### config.mk
export PLATFORM = sky130hd
export DESIGN_NAME = irq_scheduler
export DESIGN_NICKNAME = d
export VERILOG_FILES = /design/src/rtl/irq_scheduler_pkg.sv /design/src/rtl/irq_prio_resolver.sv /design/src/rtl/irq_scheduler.sv
export SDC_FILE = /design/constraint.sdc
export NUM_CORES = 1
export LEC_CHECK = 0
export CAP_MARGIN = 20
export CORE_AREA = 2 2 63 88
export DETAILED_ROUTE_END_ITERATION = 8
export DIE_AREA = 0 0 65 90
export GPL_TIMING_DRIVEN = 1
export PLACE_DENSITY = 0.95
export SKIP_LAST_GASP = 1
export SYNTH_ARGS = -nofsm -noshare
export SYNTH_HDL_FRONTEND = slang
export SYNTH_SLANG_ARGS = --single-unit
### constraint.sdc
create_clock -name blif_clk_net -period 6.1 [get_ports blif_clk_net]
set_input_delay 1.525 -clock blif_clk_net [delete_from_list [all_inputs] [get_ports blif_clk_net]]
set_output_delay 1.525 -clock blif_clk_net [all_outputs]
set_load 0.02 [all_outputs]
### src/rtl/irq_scheduler_pkg.sv
// Shared constants and types for the three-bus interrupt scheduler.
// Bus encodings are one-hot so the grant can drive bus selects directly.
package irq_scheduler_pkg;

  localparam int unsigned NBUS   = 3;
  localparam int unsigned BUS_W  = 3;
  localparam int unsigned CHAN_W = 4;
  localparam int unsigned CNT_W  = 16;

  localparam logic [BUS_W-1:0] BUS_A = 3'b001;
  localparam logic [BUS_W-1:0] BUS_B = 3'b010;
  localparam logic [BUS_W-1:0] BUS_C = 3'b100;

  typedef enum logic {
    IDLE,
    WAIT_ACK
  } state_t;

  function automatic logic [BUS_W-1:0] bus_onehot(input int unsigned b);
    case (b)
      0:       return BUS_A;
      1:       return BUS_B;
      default: return BUS_C;
    endcase
  endfunction

endpackage

### src/rtl/irq_prio_resolver.sv
// Fixed-priority resolver: bus A over B over C, lowest channel first.
// Eligible bits are packed {C, B, A}, channel-major within each bus.
module irq_prio_resolver
  import irq_scheduler_pkg::*;
#(
  parameter int unsigned NCH = 9
) (
  input  logic [NBUS*NCH-1:0] elig,
  output logic                found,
  output logic [BUS_W-1:0]    bus,
  output logic [CHAN_W-1:0]   chan
);

  always_comb begin
    found = 1'b0;
    bus   = '0;
    chan  = '0;
    for (int unsigned b = 0; b < NBUS; b++) begin
      for (int unsigned c = 0; c < NCH; c++) begin
        if (!found && elig[b*NCH + c]) begin
          found = 1'b1;
          bus   = bus_onehot(b);
          chan  = CHAN_W'(c);
        end
      end
    end
  end

endmodule

### src/rtl/irq_scheduler.sv
// Interrupt scheduler: latches requests from three buses into a pending
// register and presents one grant at a time until ack or timeout.
module irq_scheduler
  import irq_scheduler_pkg::*;
#(
  parameter int unsigned NCH     = 9,
  parameter int unsigned TIMEOUT = 255
) (
  input  logic              blif_clk_net,
  input  logic              blif_reset_net,
  input  logic [NCH-1:0]    req_a,
  input  logic [NCH-1:0]    req_b,
  input  logic [NCH-1:0]    req_c,
  input  logic [NCH-1:0]    en,
  input  logic              ack,
  input  logic              err_clr,
  output logic              irq_valid,
  output logic [BUS_W-1:0]  irq_bus,
  output logic [CHAN_W-1:0] irq_chan,
  output logic              err_timeout
);

  localparam int unsigned      NREQ     = NBUS * NCH;
  localparam logic [CNT_W-1:0] CNT_LAST = CNT_W'(TIMEOUT - 1);

  state_t              state;
  logic [NREQ-1:0]     pend;
  logic [NREQ-1:0]     elig;
  logic [NREQ-1:0]     clr_mask;
  logic [CNT_W-1:0]    cnt;
  logic                win_found;
  logic [BUS_W-1:0]    win_bus;
  logic [CHAN_W-1:0]   win_chan;
  logic                ack_ret;
  logic                tmo_ret;
  logic                retire;

  irq_prio_resolver #(
    .NCH (NCH)
  ) u_resolver (
    .elig  (elig),
    .found (win_found),
    .bus   (win_bus),
    .chan  (win_chan)
  );

  // The frozen grant outputs double as the record of which pend bit to retire.
  always_comb begin
    elig     = pend & {en, en, en};
    ack_ret  = (state == WAIT_ACK) && ack;
    tmo_ret  = (state == WAIT_ACK) && !ack && (cnt == CNT_LAST);
    retire   = ack_ret || tmo_ret;
    clr_mask = '0;
    for (int unsigned b = 0; b < NBUS; b++) begin
      for (int unsigned c = 0; c < NCH; c++) begin
        clr_mask[b*NCH + c] = retire && irq_bus[b] && (irq_chan == CHAN_W'(c));
      end
    end
  end

  always_ff @(posedge blif_clk_net) begin
    if (blif_reset_net) begin
      state       <= IDLE;
      pend        <= '0;
      cnt         <= '0;
      irq_valid   <= 1'b0;
      irq_bus     <= '0;
      irq_chan    <= '0;
      err_timeout <= 1'b0;
    end else begin
      // A request arriving with its own retirement keeps the bit set.
      pend <= (pend & ~clr_mask) | {req_c, req_b, req_a};

      if (tmo_ret) begin
        err_timeout <= 1'b1;
      end else if (err_clr) begin
        err_timeout <= 1'b0;
      end

      case (state)
        IDLE: begin
          if (win_found) begin
            state     <= WAIT_ACK;
            irq_valid <= 1'b1;
            irq_bus   <= win_bus;
            irq_chan  <= win_chan;
            cnt       <= '0;
          end
        end
        WAIT_ACK: begin
          if (retire) begin
            state     <= IDLE;
            irq_valid <= 1'b0;
          end else begin
            cnt <= cnt + CNT_W'(1);
          end
        end
        default: begin
          state     <= IDLE;
          irq_valid <= 1'b0;
        end
      endcase
    end
  end

endmodule

==> qor.txt, run 1 <==
HP Class - reg2reg
critical path fanouts, max - 9
switching power - 220 uW
I/O pins - 49
Die X - 65 um
Least-Margin Pin Slew - 1.09 ns
CTS tree - built
Final Skew - 0.00855 ns
Cell Pwr Density - 218 mW/mm2
# resized after CTS - 0
element type at the critical path end - register
routability cong. - 0.858
Setup Viol. Count Final - 0
Syn Std Cell Area - 0.00280 mm2
vias in the first global route - 2705
Starting Density - 55.2%
final setup TNS - 0 ns
Hold Buf Count CTS - 0
TritonCTS Sinks - 53
Net Sw Frac - 30.0%
fin crit period - 3.78 ns
Fin. Hold Viols - 0
vias per cell - 6.25
synthesized area per cell - 8.08 um2
Clk network pwr share - 27.4%
Via Count - 2831
final WL - 7470 um
GRT Util Overall - 26.5%
most frequent cells in the layout - nor2_1, dfxtp_1, clkdlybuf4s50_1
slowest stage delay, CP - 0.79 ns
largest delay contributor family on the critical path - simple AND/OR/NAND/NOR gates
Yosys reg bits - 53
Cells after DPL - 445
crit path kind - in2reg
n_diodes - 0
ratio of cells with drive above 1 in the final layout - 5.94%
final core occ - 66.1%
row count - 31
largest net degree at the start of global routing - 55
first-pass GRT wire length - 12400 um
CP Launch Type - primary input
RSZ-0062 raised after global routing - no
fin crit share - 62.0%
DRC - 0
CP max-delay cell - nor2b_1
Worst Path Required - 6.24 ns
Yosys top cell by area - dfxtp_1
Seq pwr share - 52.7%
Initial DRC Count - 236
synthesis warning total - 0
top_reg_cell synth - dfxtp_1
WHS - 0.503 ns
Worst Path Arrival - 3.92 ns
Netlist cell types - 54
commonest non-fill, non-tap cell in the layout - nor2_1
DRT antenna net count - 0
max_slew headroom - 27.3%
average wire per standard cell - 16.5 um
CP bufs+invs - 1
cell-internal power - 513 uW
maximum VDD drop - 0.173 mV
PortBufs - 48
CTS Buf Count - 5
Post-synth EDFFs - 0
Clock Latency Late Sink - 0.31 ns
Top cell by count, worst path - nor2b_1
max-slew violation count - 0
Fmax - 264 MHz
# nets final - 428
Core ar. - 0.00508 mm2
initial antenna violation count - 0
Die Height - 90 um
CP Cell Sequence - clkdlybuf4s50_1 > nor2b_1 > nand4_1 > or2_1 > a21boi_0 > nor2b_1 > a211oi_1
cell count after synthesis - 347
die area - 0.00585 mm2
Longest Clk Path Bufs - 2
Pwr Total - 734 uW
reg2reg setup slack - 3.22 ns
status - finished, final reports clean
clock root buffer - clkbuf_8
Layout Cells excl Fill - 453
post-synthesis sequential area ratio - 37.9%
Post-synth ARST share - 0%
Clk pin slew, worst setup/hold paths - 0.10 ns
Post-CTS Setup Inserts - 0
Detailed Place HPWL - 5640 um
GRT Residual Overflow - 0
MaxCap Viol Count - 0
Gate power share - 19.9%
area added between synthesis and finish - 19.9%
CTS H-Tree Depth - 2
Synthesized Nets - 389
synth top area cells - dfxtp_1, nor2_1, a211oi_1
FILL cells - 422
static leakage - 0.00119 uW
Synth top area share - 37.9%
Detailed Routing Iterations Pass 1 - 4
==> final timing paths <==
kind / end / depth (start not counted) / startpoint
setup / recovery: pend[15]$_SDFF_PP0_ / 7 / ack
setup reg to reg: pend[15]$_SDFF_PP0_ / 6 / state$_SDFF_PP0_
hold / removal: cnt[5]$_SDFFE_PP0P_ / 1 / cnt[5]$_SDFFE_PP0P_
hold reg to reg: cnt[5]$_SDFFE_PP0P_ / 1 / cnt[5]$_SDFFE_PP0P_
==> flip-flops by register name, summed over array words and instances (netlist names) <==
name	count
pend	27
cnt	16
irq_chan	4
irq_bus	3
err_timeout	1
irq_valid	1
state	1
==> stage by stage <==
step                setup WS (ns)  cell area, um2
floorplan                    3.09            2800
global placement             2.06            3270
detailed placement           2.05            3270
CTS                          2.36            3360
global route                 2.14            3360
finish                       2.32            3360
==> area by class of cell <==
type	instances	area, um2	share of cell area [%]
Inverter	5	18.8	0.558
Tap cell	66	82.6	2.46
Timing Repair Buffer	48	475	14.1
Multi-Input combinational cell	273	1640	48.7
Clock inverter	2	15.0	0.447
Clock buffer	6	72.6	2.16
Sequential cell	53	1060	31.6
==> routing by layer <==
layer  routed length [um]  track usage [%]  up-vias
met4                  188             11.9        0
li1                     -                -     1367
met1                 2890             29.3     1359
met3                  270             4.13       16
met5                    0                0        -
met2                 4120             48.4       89
==> kinds of logic (layout without fill, tap and decap cells) <==
group	after synthesis	count (layout)	synth area share, %
DFF	53	53	37.9
AOI/OAI and AO/OA	111	111	30.0
buffers and inverters	21	61	3.79
and+or+nand+nor	159	159	27.1
adders and majority gates	2	2	0.893
muxes	1	1	0.357
==> power groups by stage <==
stage	sequential, uW	clock (uW)	combinational [uW]
final	387	201	146
after global placement	393	0	141
after floorplan	392	0	80.1
after detailed placement	393	0	144
after CTS	386	203	145
after global routing	389	220	158
==> synthesized netlist by cell type, drive strengths merged, types with 3 or more instances <==
cell type and count:
nor2 67, dfxtp 53, nand2 34, a211oi 28, a21oi 17, o21ai 13
nand3 10, nor2b 10, a22oi 9, a31oi 9, buf 9, nand4 9
clkbuf 7, a22o 6, nor3 6, a32oi 5, inv 5, and2 4
a311oi 3, and4 3, nand2b 3, o211ai 3, o21a 3, o31ai 3
o41ai 3
(Power assumes the default switching activity.)
==> run 2: changes to the inputs <==
--- a/config.mk
+++ b/config.mk
@@ -6,11 +6,11 @@
 export NUM_CORES = 1
 export LEC_CHECK = 0
 export CAP_MARGIN = 20
-export CORE_AREA = 2 2 63 88
+export CORE_AREA = 2 2 65 92
 export DETAILED_ROUTE_END_ITERATION = 8
-export DIE_AREA = 0 0 65 90
+export DIE_AREA = 0 0 67 94
 export GPL_TIMING_DRIVEN = 1
-export PLACE_DENSITY = 0.95
+export PLACE_DENSITY = 0.9
 export SKIP_LAST_GASP = 1
 export SYNTH_ARGS = -nofsm -noshare
 export SYNTH_HDL_FRONTEND = slang
==> constraint.sdc (replaced) <==
create_clock -name blif_clk_net -period 3.8 [get_ports blif_clk_net]
set_input_delay 0.95 -clock blif_clk_net [delete_from_list [all_inputs] [get_ports blif_clk_net]]
set_output_delay 0.95 -clock blif_clk_net [all_outputs]
set_load 0.02 [all_outputs]
==> qor.txt, run 2 (same netlist as run 1, synthesis figures left out) <==
status - finished, final reports clean
CP Launch Type - primary input
Cell Pwr Density - 354 mW/mm2 (+62%)
CP Cell Sequence - clkdlybuf4s50_1 > a22oi_1 > and4_1 > a21boi_2 > and4_1 > o21ai_0 > o31ai_1
Clk pin slew, worst setup/hold paths - 0.09 ns (about the same)
fin crit period - 3.08 ns
# resized after CTS - 0 (unchanged)
final setup TNS - 0 ns (unchanged)
PortBufs - 48 (unchanged)
WHS Endpoint - err_timeout$_SDFFE_PP0P_
CTS tree - built
Post-CTS Setup Inserts - 0 (unchanged)
DRC - 0 (unchanged)
RR Startpoint - state$_SDFF_PP0_
I/O pins - 49 (unchanged)
vias per cell - 6.20 (-0.78%)
fin crit share - 81.0%
clock root buffer - clkbuf_8
DRT antenna net count - 0 (unchanged)
Worst Path Arrival - 3.29 ns (-0.63 ns)
Longest Clk Path Bufs - 2 (unchanged)
largest net degree at the start of global routing - 55 (unchanged)
max_slew headroom - 36.1% (+8.8 points)
static leakage - 0.00122 uW (+2.8%)
most frequent cells in the layout - nor2_1, dfxtp_1, clkdlybuf4s50_1
MaxCap Viol Count - 0 (unchanged)
CP max-delay cell - clkdlybuf4s50_1
vias in the first global route - 2789 (+3.1%)
n_diodes - 0 (unchanged)
largest registers - pend x27, cnt x16, irq_chan x4
ratio of cells with drive above 1 in the final layout - 6.92% (+0.98 points)
Hold Buf Count CTS - 0 (unchanged)
# nets final - 431 (+0.70%)
Core ar. - 0.00545 mm2 (+7.2%)
Biggest register - pend
Clock Latency Late Sink - 0.30 ns (about the same)
RSZ-0062 raised after global routing - no
critical path fanouts, max - 11 (+2)
final WL - 7470 um (about the same)
area added between synthesis and finish - 21.3%
Starting Density - 51.5% (-3.7 points)
TritonCTS Sinks - 53 (unchanged)
Via Count - 2840 (+0.32%)
FILL cells - 505 (+20%)
met2 usage - 46.5% (-1.9 points)
first-pass GRT wire length - 12800 um (+3.5%)
hold path cells - 2 (+1)
Global Route met3 Usage - 3.36% (-0.77 points)
GRT Residual Overflow - 0 (unchanged)
crit path from - en[1]
largest delay contributor family on the critical path - compound AO/OA/AOI/OAI gates
Initial DRC Count - 300 (+27%)
Die Height - 94 um (+4.4%)
crit path kind - in2reg
Least-Margin Pin Slew - 0.959 ns (-0.132 ns)
element type at the critical path end - register
R2R depth - 6 (unchanged)
Detailed Routing Iterations Pass 1 - 5 (+1)
Setup Viol. Count Final - 0 (unchanged)
CP bufs+invs - 1 (unchanged)
row count - 32 (+3.2%)
Multi-input gate area - 0.00164 mm2 (unchanged)
CTS H-Tree Depth - 2 (unchanged)
hold_sp - err_timeout$_SDFFE_PP0P_
routability cong. - 0.910 (+6.1%)
Die X - 67 um (+3.1%)
reg2reg setup slack - 1.29 ns (-1.93 ns)
slowest stage delay, CP - 0.59 ns (-0.20 ns)
maximum VDD drop - 0.246 mV (+42%)
max-slew violation count - 0 (unchanged)
average wire per standard cell - 16.3 um (-1.1%)
Worst Path Required - 4.01 ns (-2.23 ns)
Register Area - 0.00106 mm2 (unchanged)
GR peak layer - met2
RR Endpoint - cnt[10]$_SDFFE_PP0P_
Fin. Hold Viols - 0 (unchanged)
die area - 0.00630 mm2 (+7.7%)
GRT Util Overall - 26.1% (-0.46 points)
Top cell by count, worst path - and4_1
max reg flops - 27 (unchanged)
initial antenna violation count - 0 (unchanged)
CTS Buf Count - 5 (unchanged)
commonest non-fill, non-tap cell in the layout - nor2_1
Pwr Total - 1200 uW (+64%)
HP Class - reg2reg
Fmax - 325 MHz
Final Skew - 0.00780 ns (-0.000744 ns)
Detailed Place HPWL - 5750 um (+2.0%)
met1 Track Usage GR - 29.7% (+0.36 points)
==> run 2: how the worst max path moves through the flow <==
| stage | cells past startpoint | to |
|---|---|---|
| final | 7 | cnt[10]$_SDFFE_PP0P_ |
| after floorplan | 8 | cnt[11]$_SDFFE_PP0P_ |
| after global routing | 7 | cnt[11]$_SDFFE_PP0P_ |
| after global placement | 7 | cnt[11]$_SDFFE_PP0P_ |
| after CTS | 7 | cnt[5]$_SDFFE_PP0P_ |
| after detailed placement | 7 | cnt[10]$_SDFFE_PP0P_ |
==> run 2: layout make-up <==
class	count	share of cell area, %
Clock buffer	7	2.83
Clock inverter	1	0.147
Inverter	5	0.552
Multi-Input combinational cell	273	48.1
Sequential cell	53	31.2
Tap cell	68	2.50
Timing Repair Buffer	51	14.6
==> run 2: worst register-to-register path, cell delays in order (launching register included) <==
cell     delay (ns)
dfxtp_1        0.67
nor2b_1        0.35
nand4_1        0.21
o21ai_2        0.44
and4_1         0.51
o21ai_0        0.17
o31ai_1        0.08
==> run 2: metrics by stage <==
step	instance area, um2	utilization, %	setup slack [ns]	hold slack (ns)	std cells
after CTS	3400	62.4	0.759	0.489	458
after global routing	3400	62.4	0.590	0.531	458
after floorplan	2800	-	1.36	0.452	347
after global placement	3300	60.6	0.520	0.463	450
after detailed placement	3300	60.6	0.433	0.473	450
final	3400	62.4	0.723	0.480	458
==> run 2: report_power, final <==
group          leakage [uW]  switching, uW  internal, uW
Clock             0.0000542            186           165
Combinational      0.000727            124           109
Sequential         0.000438           35.7           586
Total               0.00122            345           859
==> run 2: per-layer routing <==
metal	part of all wire (%)	up-vias	wire length, um
met5	0	-	0
met4	3.5	0	258
met3	3.5	24	262
met2	54	91	4060
met1	39	1343	2890
li1	-	1382	-
==> run 3: changes to the inputs <==
--- a/config.mk
+++ b/config.mk
@@ -6,11 +6,11 @@
 export NUM_CORES = 1
 export LEC_CHECK = 0
 export CAP_MARGIN = 20
-export CORE_AREA = 2 2 65 92
+export CORE_AREA = 2 2 68 96
 export DETAILED_ROUTE_END_ITERATION = 8
-export DIE_AREA = 0 0 67 94
+export DIE_AREA = 0 0 70 98
 export GPL_TIMING_DRIVEN = 1
-export PLACE_DENSITY = 0.9
+export PLACE_DENSITY = 0.87
 export SKIP_LAST_GASP = 1
 export SYNTH_ARGS = -nofsm -noshare
 export SYNTH_HDL_FRONTEND = slang
==> constraint.sdc (replaced) <==
create_clock -name blif_clk_net -period 2.5 [get_ports blif_clk_net]
set_input_delay 0.625 -clock blif_clk_net [delete_from_list [all_inputs] [get_ports blif_clk_net]]
set_output_delay 0.625 -clock blif_clk_net [all_outputs]
set_load 0.02 [all_outputs]
==> qor.txt, run 3 (same netlist as run 1, synthesis figures left out) <==
average wire per standard cell - 15.8 um (-3.3%)
Die X - 70 um (+4.5%)
Detailed Place HPWL - 6080 um (+5.7%)
crit path kind - in2reg
switching power - 540 uW (+57%)
max_slew headroom - 43.9% (+7.8 points)
Cell Pwr Density - 533 mW/mm2 (+50%)
GRT Util Overall - 23.2% (-2.8 points)
Final Skew - 0.0102 ns (+0.00242 ns)
clock root buffer - clkbuf_8
Longest Clk Path Bufs - 2 (unchanged)
Starting Density - 46.4% (-5.1 points)
Die Height - 98 um (+4.3%)
element type at the critical path end - register
area added between synthesis and finish - 31.8%
I/O pins - 49 (unchanged)
Least-Margin Pin Slew - 0.840 ns (-0.119 ns)
Layout Cells excl Fill - 496 (+8.3%)
Fin. Hold Viols - 0 (unchanged)
CTS H-Tree Depth - 2 (unchanged)
Worst Path Required - 2.65 ns (-1.36 ns)
HP Class - reg2reg
maximum VDD drop - 0.322 mV (+31%)
DRC - 0 (unchanged)
commonest non-fill, non-tap cell in the layout - nor2_1
first-pass GRT wire length - 13100 um (+2.2%)
ratio of cells with drive above 1 in the final layout - 14.6% (+7.7 points)
max reg flops - 27 (unchanged)
row count - 34 (+6.3%)
max-slew violation count - 0 (unchanged)
final setup TNS - -0.311 ns (-0.311 ns)
TritonCTS Sinks - 53 (unchanged)
vias in the first global route - 3005 (+7.7%)
CTS Buf Count - 5 (unchanged)
fin crit share - 102%
n_diodes - 0 (unchanged)
fin crit period - 2.54 ns
Seq pwr share - 47.7% (-3.9 points)
Biggest register - pend
MaxCap Viol Count - 0 (unchanged)
Initial DRC Count - 125 (-58%)
critical path fanouts, max - 9 (-2)
Core ar. - 0.00604 mm2 (+11%)
Detailed Routing Iterations Pass 1 - 4 (-1)
Worst Path Arrival - 2.70 ns (-0.59 ns)
PnR worst setup slack - -0.0440 ns (-0.767 ns)
status - complete, but fails checks
die area - 0.00686 mm2 (+8.9%)
routability cong. - 0.863 (-5.2%)
FILL cells - 519 (+2.8%)
PortBufs - 48 (unchanged)
Clk pin slew, worst setup/hold paths - 0.10 ns (about the same)
Final Instance Area - 0.00369 mm2 (+8.7%)
RSZ-0062 raised after global routing - yes
cell-internal power - 1430 uW (+66%)
hold path cells - 2 (unchanged)
Fmax - 393 MHz
WHS - 0.478 ns (-0.00167 ns)
R2R depth - 8 (+2)
CP Launch Type - primary input
Hold Buf Count CTS - 0 (unchanged)
# nets final - 465 (+7.9%)
reg2reg setup slack - 0.06 ns (-1.23 ns)
DRT antenna net count - 0 (unchanged)
largest registers - pend x27, cnt x16, irq_chan x4
initial antenna violation count - 0 (unchanged)
static leakage - 0.00140 uW (+15%)
Net Sw Frac - 27.5% (-1.2 points)
final WL - 7820 um (+4.8%)
Setup Viol. Count Final - 17 (+17)
Placed Instance Area - 0.00354 mm2 (+7.4%)
Clk network pwr share - 31.0% (+1.9 points)
most frequent cells in the layout - nor2_1, dfxtp_1, clkdlybuf4s50_1
Via Count - 2984 (+5.1%)
Cells after DPL - 486 (+8.0%)
failing checks - negative setup slack
vias per cell - 6.02 (-3.0%)
GRT Residual Overflow - 0 (unchanged)
Clock Latency Late Sink - 0.31 ns (about the same)
Gate power share - 21.3% (+2.0 points)
largest net degree at the start of global routing - 30 (-45%)
CTS tree - built
-- run 3: changes by cell type in the layout (fill, tap and decap cells not counted), sizes merged --
cell           change
clkinv             -1
buf               +34
bufinv             +1
dlymetal6s2s       +1
clkdlybuf4s50      -1
-- run 3: worst paths after layout --
kind                                  from                        to
hold reg to reg   err_timeout$_SDFFE_PP0P_  err_timeout$_SDFFE_PP0P_
setup / recovery                       ack        pend[7]$_SDFF_PP0_
hold / removal    err_timeout$_SDFFE_PP0P_  err_timeout$_SDFFE_PP0P_
setup reg to reg       cnt[0]$_SDFFE_PP0P_        pend[7]$_SDFF_PP0_
-- run 3: per-layer routing --
layer  vias up  track usage [%]  wire (um)
li1       1440                -          -
met1      1409             23.7       2940
met2       103             43.7       4230
met3        32             3.92        281
met4         0             13.3        367
met5         -                0          0
-- run 3: through the flow --
step	power [uW]	utilization (%)	setup slack, ns
after floorplan	1150	-	0.385
after global placement	1350	58.7	-0.249
after CTS	1960	60.6	0.000689
after detailed placement	1360	58.7	-0.318
final	1970	61.2	-0.0440
after global routing	2050	61.2	-0.153
-- run 3: repair_timing --
item | 4_1_cts | 5_1_grt
resized for setup | 0 | 4
setup buffers | 0 | 2
endpoints found under the setup margin | 0 | 48
-- run 3: area by class of cell --
class	instances	area [um2]	share of cell area [%]
clock buffers	7	86.3	2.34
clock inverters	1	30.0	0.813
inverters	5	18.8	0.508
multi-input cells	273	1650	44.7
flip-flops and latches	53	1060	28.7
well taps	72	90.1	2.44
repair buffers	85	756	20.5
-- run 3: power by group through the flow --
stage | Combinational, uW | Sequential [uW] | Clock [uW]
final | 419 | 939 | 611
after global routing | 454 | 944 | 650
after floorplan | 196 | 957 | 0
after detailed placement | 408 | 955 | 0
after CTS | 410 | 936 | 618
after global placement | 398 | 954 | 0
-- run 3: critical path, stage by stage --
cell and delay, ns:
clkdlybuf4s50_1 0.43, nor2b_1 0.16, nand4_1 0.13, or2_1 0.26
a21boi_0 0.20, nor2b_1 0.72, a211oi_1 0.17
